===== config.mk =====
export PLATFORM = sky130hd
export DESIGN_NAME = sub_2_stream_flat
export DESIGN_NICKNAME = d
export VERILOG_FILES = /design/src/rtl/softmax_pkg.sv /design/src/rtl/sub_2_stream_if.sv /design/src/rtl/sub_2_stream_buf.sv /design/src/rtl/sub_2_stream.sv /design/src/flat_wrapper.sv
export SDC_FILE = /design/constraint.sdc
export NUM_CORES = 1
export LEC_CHECK = 0
export BUFFER_PORTS_ARGS = -buffer_cell sky130_fd_sc_hd__buf_2
export CAP_MARGIN = 20
export CORE_MARGIN = 4
export CORE_UTILIZATION = 50
export CTS_CLUSTER_DIAMETER = 120
export DETAILED_ROUTE_END_ITERATION = 10
export PLACE_DENSITY = 0.7
export SETUP_SLACK_MARGIN = 0.05
export SLEW_MARGIN = 5
export SYNTH_ARGS = -nofsm -noshare
export SYNTH_HDL_FRONTEND = slang
export SYNTH_SLANG_ARGS = --single-unit
export TNS_END_PERCENT = 5

===== constraint.sdc =====
create_clock -name clock_i -period 4.2 [get_ports clock_i]
set_input_delay 0.84 -clock clock_i [delete_from_list [all_inputs] [get_ports clock_i]]
set_output_delay 0.84 -clock clock_i [all_outputs]
set_load 0.02 [all_outputs]

===== src/rtl/softmax_pkg.sv =====
// Shared definitions for the softmax subtract blocks.
// FSM encoding, default widths and a saturating subtract helper.
package softmax_pkg;

    typedef enum logic [1:0] {
        ST_IDLE = 2'd0,
        ST_RUN  = 2'd1,
        ST_DONE = 2'd2
    } state_t;

    localparam int DEF_DATA_W   = 16;
    localparam int DEF_LN_SHIFT = 6;

    // a - b clamped to the signed range of a w-bit word
    function automatic logic signed [63:0] sat_sub(
        input logic signed [63:0] a,
        input logic signed [63:0] b,
        input int                 w
    );
        logic signed [63:0] d;
        logic signed [63:0] hi;
        logic signed [63:0] lo;
        hi = (64'sd1 <<< (w - 1)) - 64'sd1;
        lo = -hi - 64'sd1;
        d  = a - b;
        if (d > hi) begin
            return hi;
        end else if (d < lo) begin
            return lo;
        end
        return d;
    endfunction

endpackage


===== src/rtl/sub_2_stream_if.sv =====
// Stream bundle between the downscale/ln producers and the subtractor.
// master drives the inputs and ready, slave is the subtractor.
interface sub_2_stream_if #(
    parameter int DATA_W = 16,
    parameter int CNT_W  = 5
);
    logic [DATA_W-1:0] ds_data_i;
    logic              ds_data_valid_i;
    logic [CNT_W-1:0]  ds_number_of_data_i;
    logic [DATA_W-1:0] ln_data_i;
    logic              ln_data_valid_i;
    logic [DATA_W-1:0] sub_data_o;
    logic              sub_data_valid_o;
    logic              sub_data_ready_i;
    logic              sub_done_o;
    logic              overflow_o;

    modport master (
        output ds_data_i, ds_data_valid_i, ds_number_of_data_i,
        output ln_data_i, ln_data_valid_i, sub_data_ready_i,
        input  sub_data_o, sub_data_valid_o, sub_done_o, overflow_o
    );

    modport slave (
        input  ds_data_i, ds_data_valid_i, ds_number_of_data_i,
        input  ln_data_i, ln_data_valid_i, sub_data_ready_i,
        output sub_data_o, sub_data_valid_o, sub_done_o, overflow_o
    );
endinterface


===== src/rtl/sub_2_stream_buf.sv =====
// Element buffer: one synchronous write port, one asynchronous read.
// Contents are not reset; the reader never passes the writer.
module sub_2_stream_buf #(
    parameter int DATA_W = 16,
    parameter int DEPTH  = 16,
    parameter int AW     = 4
) (
    input  logic              clock_i,
    input  logic              we,
    input  logic [AW-1:0]     waddr,
    input  logic [DATA_W-1:0] wdata,
    input  logic [AW-1:0]     raddr,
    output logic [DATA_W-1:0] rdata
);
    logic [DATA_W-1:0] mem [DEPTH];

    // store one element per accepted write
    always_ff @(posedge clock_i) begin
        if (we) begin
            mem[waddr] <= wdata;
        end
    end

    assign rdata = mem[raddr];
endmodule


===== src/rtl/sub_2_stream.sv =====
// Streams y[k] = x[k] - (ln >>> LN_SHIFT) for one frame at a time.
// Elements may arrive before or during the run; output has valid/ready.
module sub_2_stream
    import softmax_pkg::*;
#(
    parameter int DATA_W   = DEF_DATA_W,
    parameter int DEPTH    = 16,
    parameter int LN_SHIFT = DEF_LN_SHIFT,
    parameter int SATURATE = 1,
    parameter int CNT_W    = $clog2(DEPTH + 1)
) (
    input logic           clock_i,
    input logic           reset_i,
    sub_2_stream_if.slave bus
);
    localparam int AW = (DEPTH > 1) ? $clog2(DEPTH) : 1;
    localparam logic [CNT_W-1:0] DEPTH_C = CNT_W'(DEPTH);
    localparam logic [CNT_W-1:0] ONE     = CNT_W'(1);

    state_t             state;
    logic [CNT_W-1:0]   wr_cnt;
    logic [CNT_W-1:0]   rd_cnt;
    logic [CNT_W-1:0]   n_q;
    logic [DATA_W-1:0]  ln_q;
    logic [DATA_W-1:0]  data_q;
    logic               valid_q;
    logic               done_q;
    logic               ovf_q;

    logic [CNT_W-1:0]   wr_base;
    logic               full;
    logic               wr_en;
    logic               accept;
    logic               issue;
    logic               last;
    logic [DATA_W-1:0]  rd_data;
    logic signed [DATA_W-1:0] x_s;
    logic signed [DATA_W-1:0] ln_sh;
    logic [DATA_W-1:0]  y_sat;
    logic [DATA_W-1:0]  y_wrap;
    logic [DATA_W-1:0]  y;

    sub_2_stream_buf #(
        .DATA_W (DATA_W),
        .DEPTH  (DEPTH),
        .AW     (AW)
    ) u_buf (
        .clock_i (clock_i),
        .we      (wr_en),
        .waddr   (wr_base[AW-1:0]),
        .wdata   (bus.ds_data_i),
        .raddr   (rd_cnt[AW-1:0]),
        .rdata   (rd_data)
    );

    // write slot, issue/accept decisions and the subtract datapath
    always_comb begin
        wr_base = (state == ST_DONE) ? '0 : wr_cnt;
        full    = (wr_base == DEPTH_C);
        wr_en   = bus.ds_data_valid_i && !full;
        accept  = valid_q && bus.sub_data_ready_i;
        issue   = (state == ST_RUN) && (rd_cnt < wr_cnt)
                  && (rd_cnt < n_q)
                  && (!valid_q || bus.sub_data_ready_i);
        last    = (state == ST_RUN) && accept && (rd_cnt == n_q);
        x_s     = $signed(rd_data);
        ln_sh   = $signed(ln_q) >>> LN_SHIFT;
        y_sat   = DATA_W'(sat_sub(64'(x_s), 64'(ln_sh), DATA_W));
        y_wrap  = DATA_W'(x_s - ln_sh);
        y       = (SATURATE != 0) ? y_sat : y_wrap;
    end

    // frame FSM with counters and registered outputs
    always_ff @(posedge clock_i or posedge reset_i) begin
        if (reset_i) begin
            state   <= ST_IDLE;
            wr_cnt  <= '0;
            rd_cnt  <= '0;
            n_q     <= '0;
            ln_q    <= '0;
            data_q  <= '0;
            valid_q <= 1'b0;
            done_q  <= 1'b0;
            ovf_q   <= 1'b0;
        end else begin
            done_q <= 1'b0;
            if (bus.ds_data_valid_i && full) begin
                ovf_q <= 1'b1;
            end
            wr_cnt <= wr_en ? wr_base + ONE : wr_base;
            if (issue) begin
                data_q  <= y;
                valid_q <= 1'b1;
                rd_cnt  <= rd_cnt + ONE;
            end else if (accept) begin
                valid_q <= 1'b0;
            end
            unique case (state)
                ST_IDLE: begin
                    if (bus.ln_data_valid_i) begin
                        ln_q <= bus.ln_data_i;
                        n_q  <= (bus.ds_number_of_data_i > DEPTH_C)
                                ? DEPTH_C : bus.ds_number_of_data_i;
                        if (bus.ds_number_of_data_i == '0) begin
                            state  <= ST_DONE;
                            done_q <= 1'b1;
                        end else begin
                            state <= ST_RUN;
                        end
                    end
                end
                ST_RUN: begin
                    if (last) begin
                        state  <= ST_DONE;
                        done_q <= 1'b1;
                    end
                end
                ST_DONE: begin
                    state  <= ST_IDLE;
                    rd_cnt <= '0;
                    ln_q   <= '0;
                end
                default: state <= ST_IDLE;
            endcase
        end
    end

    assign bus.sub_data_o       = data_q;
    assign bus.sub_data_valid_o = valid_q;
    assign bus.sub_done_o       = done_q;
    assign bus.overflow_o       = ovf_q;
endmodule


===== src/flat_wrapper.sv =====
// flat-port wrapper written by rule: the top's interface ports become plain ports
module sub_2_stream_flat import softmax_pkg::*;
#(
    parameter int DATA_W   = DEF_DATA_W,
    parameter int DEPTH    = 16,
    parameter int LN_SHIFT = DEF_LN_SHIFT,
    parameter int SATURATE = 1,
    parameter int CNT_W    = $clog2(DEPTH + 1)
)
  (clock_i, reset_i, bus_ds_data_i, bus_ds_data_valid_i, bus_ds_number_of_data_i, bus_ln_data_i, bus_ln_data_valid_i, bus_sub_data_ready_i, bus_sub_data_o, bus_sub_data_valid_o, bus_sub_done_o, bus_overflow_o);
  sub_2_stream_if #(.DATA_W(DATA_W), .CNT_W(CNT_W)) bus_i ();
  input logic clock_i;
  input logic reset_i;
  input wire logic [$bits(bus_i.ds_data_i)-1:0] bus_ds_data_i;
  input wire logic [$bits(bus_i.ds_data_valid_i)-1:0] bus_ds_data_valid_i;
  input wire logic [$bits(bus_i.ds_number_of_data_i)-1:0] bus_ds_number_of_data_i;
  input wire logic [$bits(bus_i.ln_data_i)-1:0] bus_ln_data_i;
  input wire logic [$bits(bus_i.ln_data_valid_i)-1:0] bus_ln_data_valid_i;
  input wire logic [$bits(bus_i.sub_data_ready_i)-1:0] bus_sub_data_ready_i;
  output wire logic [$bits(bus_i.sub_data_o)-1:0] bus_sub_data_o;
  output wire logic [$bits(bus_i.sub_data_valid_o)-1:0] bus_sub_data_valid_o;
  output wire logic [$bits(bus_i.sub_done_o)-1:0] bus_sub_done_o;
  output wire logic [$bits(bus_i.overflow_o)-1:0] bus_overflow_o;
  assign bus_i.ds_data_i = bus_ds_data_i;
  assign bus_i.ds_data_valid_i = bus_ds_data_valid_i;
  assign bus_i.ds_number_of_data_i = bus_ds_number_of_data_i;
  assign bus_i.ln_data_i = bus_ln_data_i;
  assign bus_i.ln_data_valid_i = bus_ln_data_valid_i;
  assign bus_i.sub_data_ready_i = bus_sub_data_ready_i;
  assign bus_sub_data_o = bus_i.sub_data_o;
  assign bus_sub_data_valid_o = bus_i.sub_data_valid_o;
  assign bus_sub_done_o = bus_i.sub_done_o;
  assign bus_overflow_o = bus_i.overflow_o;
  sub_2_stream #(.DATA_W(DATA_W), .DEPTH(DEPTH), .LN_SHIFT(LN_SHIFT), .SATURATE(SATURATE), .CNT_W(CNT_W)) u_core (.clock_i(clock_i), .reset_i(reset_i), .bus(bus_i));
endmodule

# Yosys cells after proc, flatten, opt, wreduce, memory -nomap -nowiden
# Memory sizes are Yosys's and may differ from the RTL's.
# Cells that the tools add are included.
# totals
register_bits,52
ram_bits,256
inputBits,42
out_inout_bits,19
wordCells,67
mem_count,1
# mem_list
memory,depth,width,read_ports,rd_clocked_by_memory_dff,wr,line_no,rtl
u_core.u_buf.mem,16,16,1,0,1,sub_2_stream_buf.sv:15,logic [DATA_W-1:0] mem [DEPTH];
# classes
n_addsub,3
n_lt_le_gt_ge,5
eq_ne,6
mux,24
n_reduce_logical,19
# op_table
op,n
16-bit two-way mux,4
16-bit case mux with 2 select lines,1
5-bit two-way mux,5
"17-bit by 16-bit > comparator with 1-bit output, second input constant",1
"17-bit by 16-bit < comparator with 1-bit output, second input constant",1
16-bit by 10-bit subtractor with 17-bit output,1
"5-bit by 1-bit adder with 5-bit output, second input constant",2
5-bit < comparator,2
1-bit two-way mux,9
1-bit logical AND,8
2-bit two-way mux,3
2-bit AND reduction,3
2-bit nonzero test,3
5-bit == test,1
"5-bit == test, second input constant",1
"5-bit > comparator, second input constant",1
5-bit zero test,1
2-bit case mux with 2 select lines,1
"2-bit by 1-bit == test with 1-bit output, second input constant",1
"2-bit == test, second input constant",1
1-bit zero test,2
2-bit zero test,1
"2-bit by 1-bit inequality test with 1-bit output, second input constant",1
"2-bit inequality test, second input constant",1
2 further kinds,2

# Logic depth before layout (Yosys ltp)
# logic_depth
depth_word,7
mapped_depth,16
mapped_depth_nobuf,13

# Cells and area by module
# From an unflattened synthesis, not the netlist that was laid out.
# unflattened
cells_unflattened,761
hier_area_um2,12756.0
# modules_own_cells
module,n_inst,cells_each,area_each_um2,seq_area_each_um2
sub_2_stream_buf,1,416,9723.1,7687.4
sub_2_stream,1,345,3032.9,1151.1

# Worst setup path after synthesis
# OpenSTA, ideal clock, no wires.
# synth_path
path_type,register -> register
from,register u_core.rd_cnt[0]
to,"register u_core.data_q[9], in the netlist u_core.bus.sub_data_o[9]"
setup_ps,128
t_arrival_ps,4097
required_time_ps,4072
path_slack_ps,-24
stages_incl_launch_ff,15
n_path_buf,4
period_less_slack_ps,4224
path_cell_list,dfrtp_1 > clkbuf_1 > buf_2 > buf_2 > mux4_2 > mux4_2 > fa_1 > a211o_1 > a2111oi_1 > or4_1 > a21o_1 > a31oi_4 > buf_2 > o2111ai_1 > nand3_1
# synth_between
elab_chain_len,6
word_cells_on_any_way,13
cone_classes,add/sub (1); order compare (4); mux (4); reduce/logical (3); memory (1)
# synth_rtl
item,line_no,rtl
"start, declared",sub_2_stream.sv:22,logic [CNT_W-1:0] rd_cnt;
"start signal, assigned",sub_2_stream.sv:94,rd_cnt <= rd_cnt + ONE;
memory 16 x 16 bit,n/a,
16-bit by 10-bit subtractor with 17-bit output,softmax_pkg.sv:25,d = a - b;
17-bit by 16-bit < comparator with 1-bit output,softmax_pkg.sv:28,end else if (d < lo) begin
1-bit two-way mux,softmax_pkg.sv:28,
1-bit two-way mux,softmax_pkg.sv:26,if (d > hi) begin
16-bit two-way mux,softmax_pkg.sv:31,return d;
"end signal, assigned",sub_2_stream.sv:92,data_q <= y;
"end, declared",sub_2_stream.sv:25,logic [DATA_W-1:0] data_q;
# Parallel ways exist; a longest one is shown, timed or not.
# A chain may end at the register's enable or synchronous reset.

# Final worst setup path
# layout_path
from,register u_core.rd_cnt[0]
to,"register u_core.data_q[7], in the netlist u_core.bus.sub_data_o[7]"
# Same word-level chain as after synthesis.

==> summary.md <==
| Metric | Value |
|---|---|
| Count of cell types in the netlist | `55` |
| Clock slew at reported path FFs | `around 60 ps` |
| Transition time at the pin with the least slew margin | `707 ps` |
| Overall power | `0.0132 W` |
| CP Launch Type | `flip-flop` |
| Register bit count reported by yosys | `302` |
| Class of the tightest hold or removal check | `in2async` |
| Post-Route WL | `about 26000 um` |
| Data arrival time at the worst-slack endpoint | `4590 ps` |
| Antenna diode instance count | `0` |
| Post-Syn Area per Cell | `17.5 sq um` |
| Clock root buffer | `clkbuf_16` |
| Layout cells sized above 1 | `0.293` |
| Max transition margin | `0.528` |
| Power per Cell Area | `slightly below 900 nW/um^2` |
| Proportion of register bits with asynchronous set or reset after synthesis | `0.152` |
| Die Area | `28200 sq um` |
| Layout area overhead | `16.5%` |
| Worst IR Drop VDD | `733 uV` |
| WP data required | `4650 ps` |
| I/O pin total | `61` |
| Synthesized instance count | `732` |
| Reg2reg setup slack | `60 ps` |
| Total grt overflow | `0` |
| Floorplan row count | `58` |
| Post-Syn Nets | `~800` |
| Mapped Area | `12800 sq um` |
| I/O Buffers | `54` |
| Dominant register cell in the synthesized netlist | `edfxtp_1` |
| Clock Tree Buf Depth | `3` |
| Result of the run | `finished, final reports clean` |
| Horizontal extent of the die | `about 170 um` |
| Slew Limit Fails | `0` |
| Per-cell routed wire length | `22.2 um` |
| 1st-pass router iterations | `5` |
| Placeable core region | `between 20000 and 30000 sq um` |
| CTS tree | `yes` |
| Share of the core filled with cells in the final layout | `0.592` |
| Min Tclk post-route | `4140 ps` |
| Worst hold slack across all endpoints | `188 ps` |
| Worst Path Max Fanout | `8` |
| Number of failing hold endpoints at the final stage | `0` |
| Number of antenna violations at the first check in global routing | `1` |
| Height of the die | `168 um` |
| Initial core utilization | `0.508` |
| Final weighted congestion in routability-driven placement | `just over 0.8` |
| Fraction of the yosys area taken by sequential cells | `0.691` |
| Hold-fix buffers at CTS | `0` |
| Slowest cell on the critical path | `mux4_2` |
| Fmax achieved | `roughly 0.24 GHz` |
| Number of buffers and inverters on the critical path | `4` |
| Total of max-cap violations | `0` |
| Setup repair after global routing missed its margin | `true` |
| Number of nets with antenna violations after routing | `0` |
| Final worst clock skew | `12.9 ps` |
| Cell-by-cell listing of the critical path | `buf_6 -> buf_12 -> mux4_2 -> mux4_2 -> ha_4 -> a211o_1 -> a2111oi_4 -> buf_4 -> or4_4 -> a21o_1 -> a31oi_4 -> buf_12 -> nand2_4 -> a311oi_2` |
| Pin count of the biggest net entering global routing | `47` |
| Number of buffers added by the clock tree synthesis step | `30` |
| Residual DRC count | `0` |
| Number of nets in the layout | `911` |
| 1st-iter DRT viols | `520` |
| Placed cells | `1130` |
| HPWL reported at the end of detailed placement | `16200 um` |
| CTS H-tree lvls | `1` |
| Non-filler instance count after layout | `1190` |
| Delay of the slowest cell on the worst path | `590 ps` |
| Crit Path Class | `reg2reg` |
| Critical Path End Type | `flip-flop` |
| Via count of the first global-routing pass | `between 7000 and 8000` |
| Wire length of the first global-routing pass | `41400 um` |
| Leak | `roughly 5.3 nW` |
| Count of vias placed by the detailed router | `6936` |
| Count of endpoints failing setup in the final report | `0` |
| Final period utilization | `0.987` |
| Number of enable flip-flop cells after synthesis | `between 200 and 300` |
| Yosys Warn Count | `0` |
| Family with the most delay on the worst path | `multiplexers` |
| Clock latency on the worst-skew pair | `540 ps` |
| Drt via density | `5.83` |
| GRT Overall Usage | `0.190` |
| Clock sink count | `302` |
Yosys cell counts (2+ instances only):
cell type	instances	share of area
edfxtp_1	256	0.60
dfrtp_1	46	0.090
o21bai_1	2	0.0012
nand2_1	50	0.015
o31ai_1	9	0.0053
buf_2	7	0.0027
nand4_1	5	0.0024
o21ai_0	19	0.0074
nand3b_1	6	0.0035
ha_1	30	0.029
clkbuf_1	17	0.0050
nand2b_1	6	0.0029
xnor2_1	10	0.0068
o21ai_1	9	0.0035
a21oi_1	23	0.0090
a211o_1	2	0.0014
buf_4	3	0.0018
a211oi_1	2	0.0012
nor3_1	2	0.00078
mux4_2	80	0.14
nand3_1	8	0.0031
xor2_1	10	0.0068
nor3b_1	5	0.0029
or4_1	3	0.0018
or3_1	2	0.00098
nor2_1	43	0.013
inv_1	27	0.0079
a21o_1	10	0.0059
and2_1	2	0.00098
o21a_1	4	0.0023
nor2b_1	3	0.0015
buf_1	5	0.0015
a311oi_1	4	0.0027
flip-flops by register name, summed over array words and instances, names as in the netlist:
register,flops
u_core.state,2
u_core.bus.sub_done_o,1
u_core.rd_cnt,5
u_core.ln_q,10
u_core.bus.sub_data_o,16
u_core.bus.overflow_o,1
u_core.n_q,5
u_core.wr_cnt,5
u_core.u_buf.mem,256
u_core.bus.sub_data_valid_o,1
worst register-to-register path: stages, from the launching register on:
cell,delay (ps)
dfrtp_4,530
buf_6,150
buf_12,130
mux4_2,500
mux4_2,590
ha_4,320
a211o_1,180
a2111oi_4,90
buf_4,150
or4_4,490
a21o_1,210
a31oi_4,220
buf_12,150
nand2_4,70
a311oi_2,280
through the flow:
stage / area (sq um) / setup TNS [ps] / worst slack [ps]
after floorplan: 12800 / 0 / 80.9
after CTS: 14900 / 0 / 30.0
after global placement: 13800 / -701 / -133
final: 14900 / 0 / 56.3
after global routing: 14900 / -545 / -65.4
after detailed placement: 13800 / -1630 / -194
power breakdown:
part           total [W]  internal [W]  switching [W]
combinational    0.00670       0.00310        0.00360
sequential       0.00398       0.00376       0.000221
clock            0.00250       0.00146        0.00105
total             0.0132       0.00832        0.00487
layer usage:
metal / share of wire / vias to the layer above / track usage
met1: 0.41 / 3521 / 0.262
met5: 0.00049 / - / 0
li1: - / 3103 / -
met3: 0.079 / 49 / 0.0385
met2: 0.49 / 261 / 0.319
met4: 0.020 / 2 / 0.0416
cell usage in the layout (no fill, tap or decap), types with 9 or more instances in the layout:
master     synthesis  layout
nor2_1            43      43
a21oi_1           23      20
nand2_1           50      50
o31ai_1            9       9
buf_4              3      42
ha_1              30      26
edfxtp_1         256     256
o21ai_1            9      11
xor2_1            10      10
inv_1             27      26
dfrtp_1           46      44
clkbuf_16          0      31
mux4_2            80      80
a21o_1            10      10
buf_2              7      54
xnor2_1           10       9
o21ai_0           19      17
clkinv_1           1      11
cell type report:
class                      instances  area (sq um)
timing repair buffer             106           763
tap                              330           413
fill                            1800         10300
sequential                       302          8840
multi-input combinational        370          3860
inverter                          28           105
clock inverter                    16           120
clock buffer                      38           802
kinds of logic after synthesis:
kind of cell / after synthesis / synth area share
AOI/OAI and AO/OA: 96 / 0.0507
xor gates and xnor gates: 20 / 0.0137
adders and majority gates: 31 / 0.0309
buffers and inverters: 60 / 0.0192
DFF: 302 / 0.691
muxes: 81 / 0.142
and+or+nand+nor: 142 / 0.0534
path summary, 6_finish.rpt:
path	from	to	depth (start not counted)
worst max-delay path	u_core.rd_cnt[0]	u_core.bus.sub_data_o[7]	14
worst min-delay path	reset_i	u_core.state[0]	2
worst max register to register	u_core.rd_cnt[0]	u_core.bus.sub_data_o[7]	14
worst min register to register	u_core.bus.sub_data_o[0]	u_core.bus.sub_data_o[0]	2
max in group asynchronous	reset_i	u_core.rd_cnt[0]	3
min in group clock_i	u_core.bus.sub_data_o[0]	u_core.bus.sub_data_o[0]	2
timing repair:
action,CTS,global route
setup endpoints to repair,16,16
setup buffers,5,0
gates resized for setup,21,7
pin swaps,8,3
Note: power is estimated with default switching activity, not from simulation.
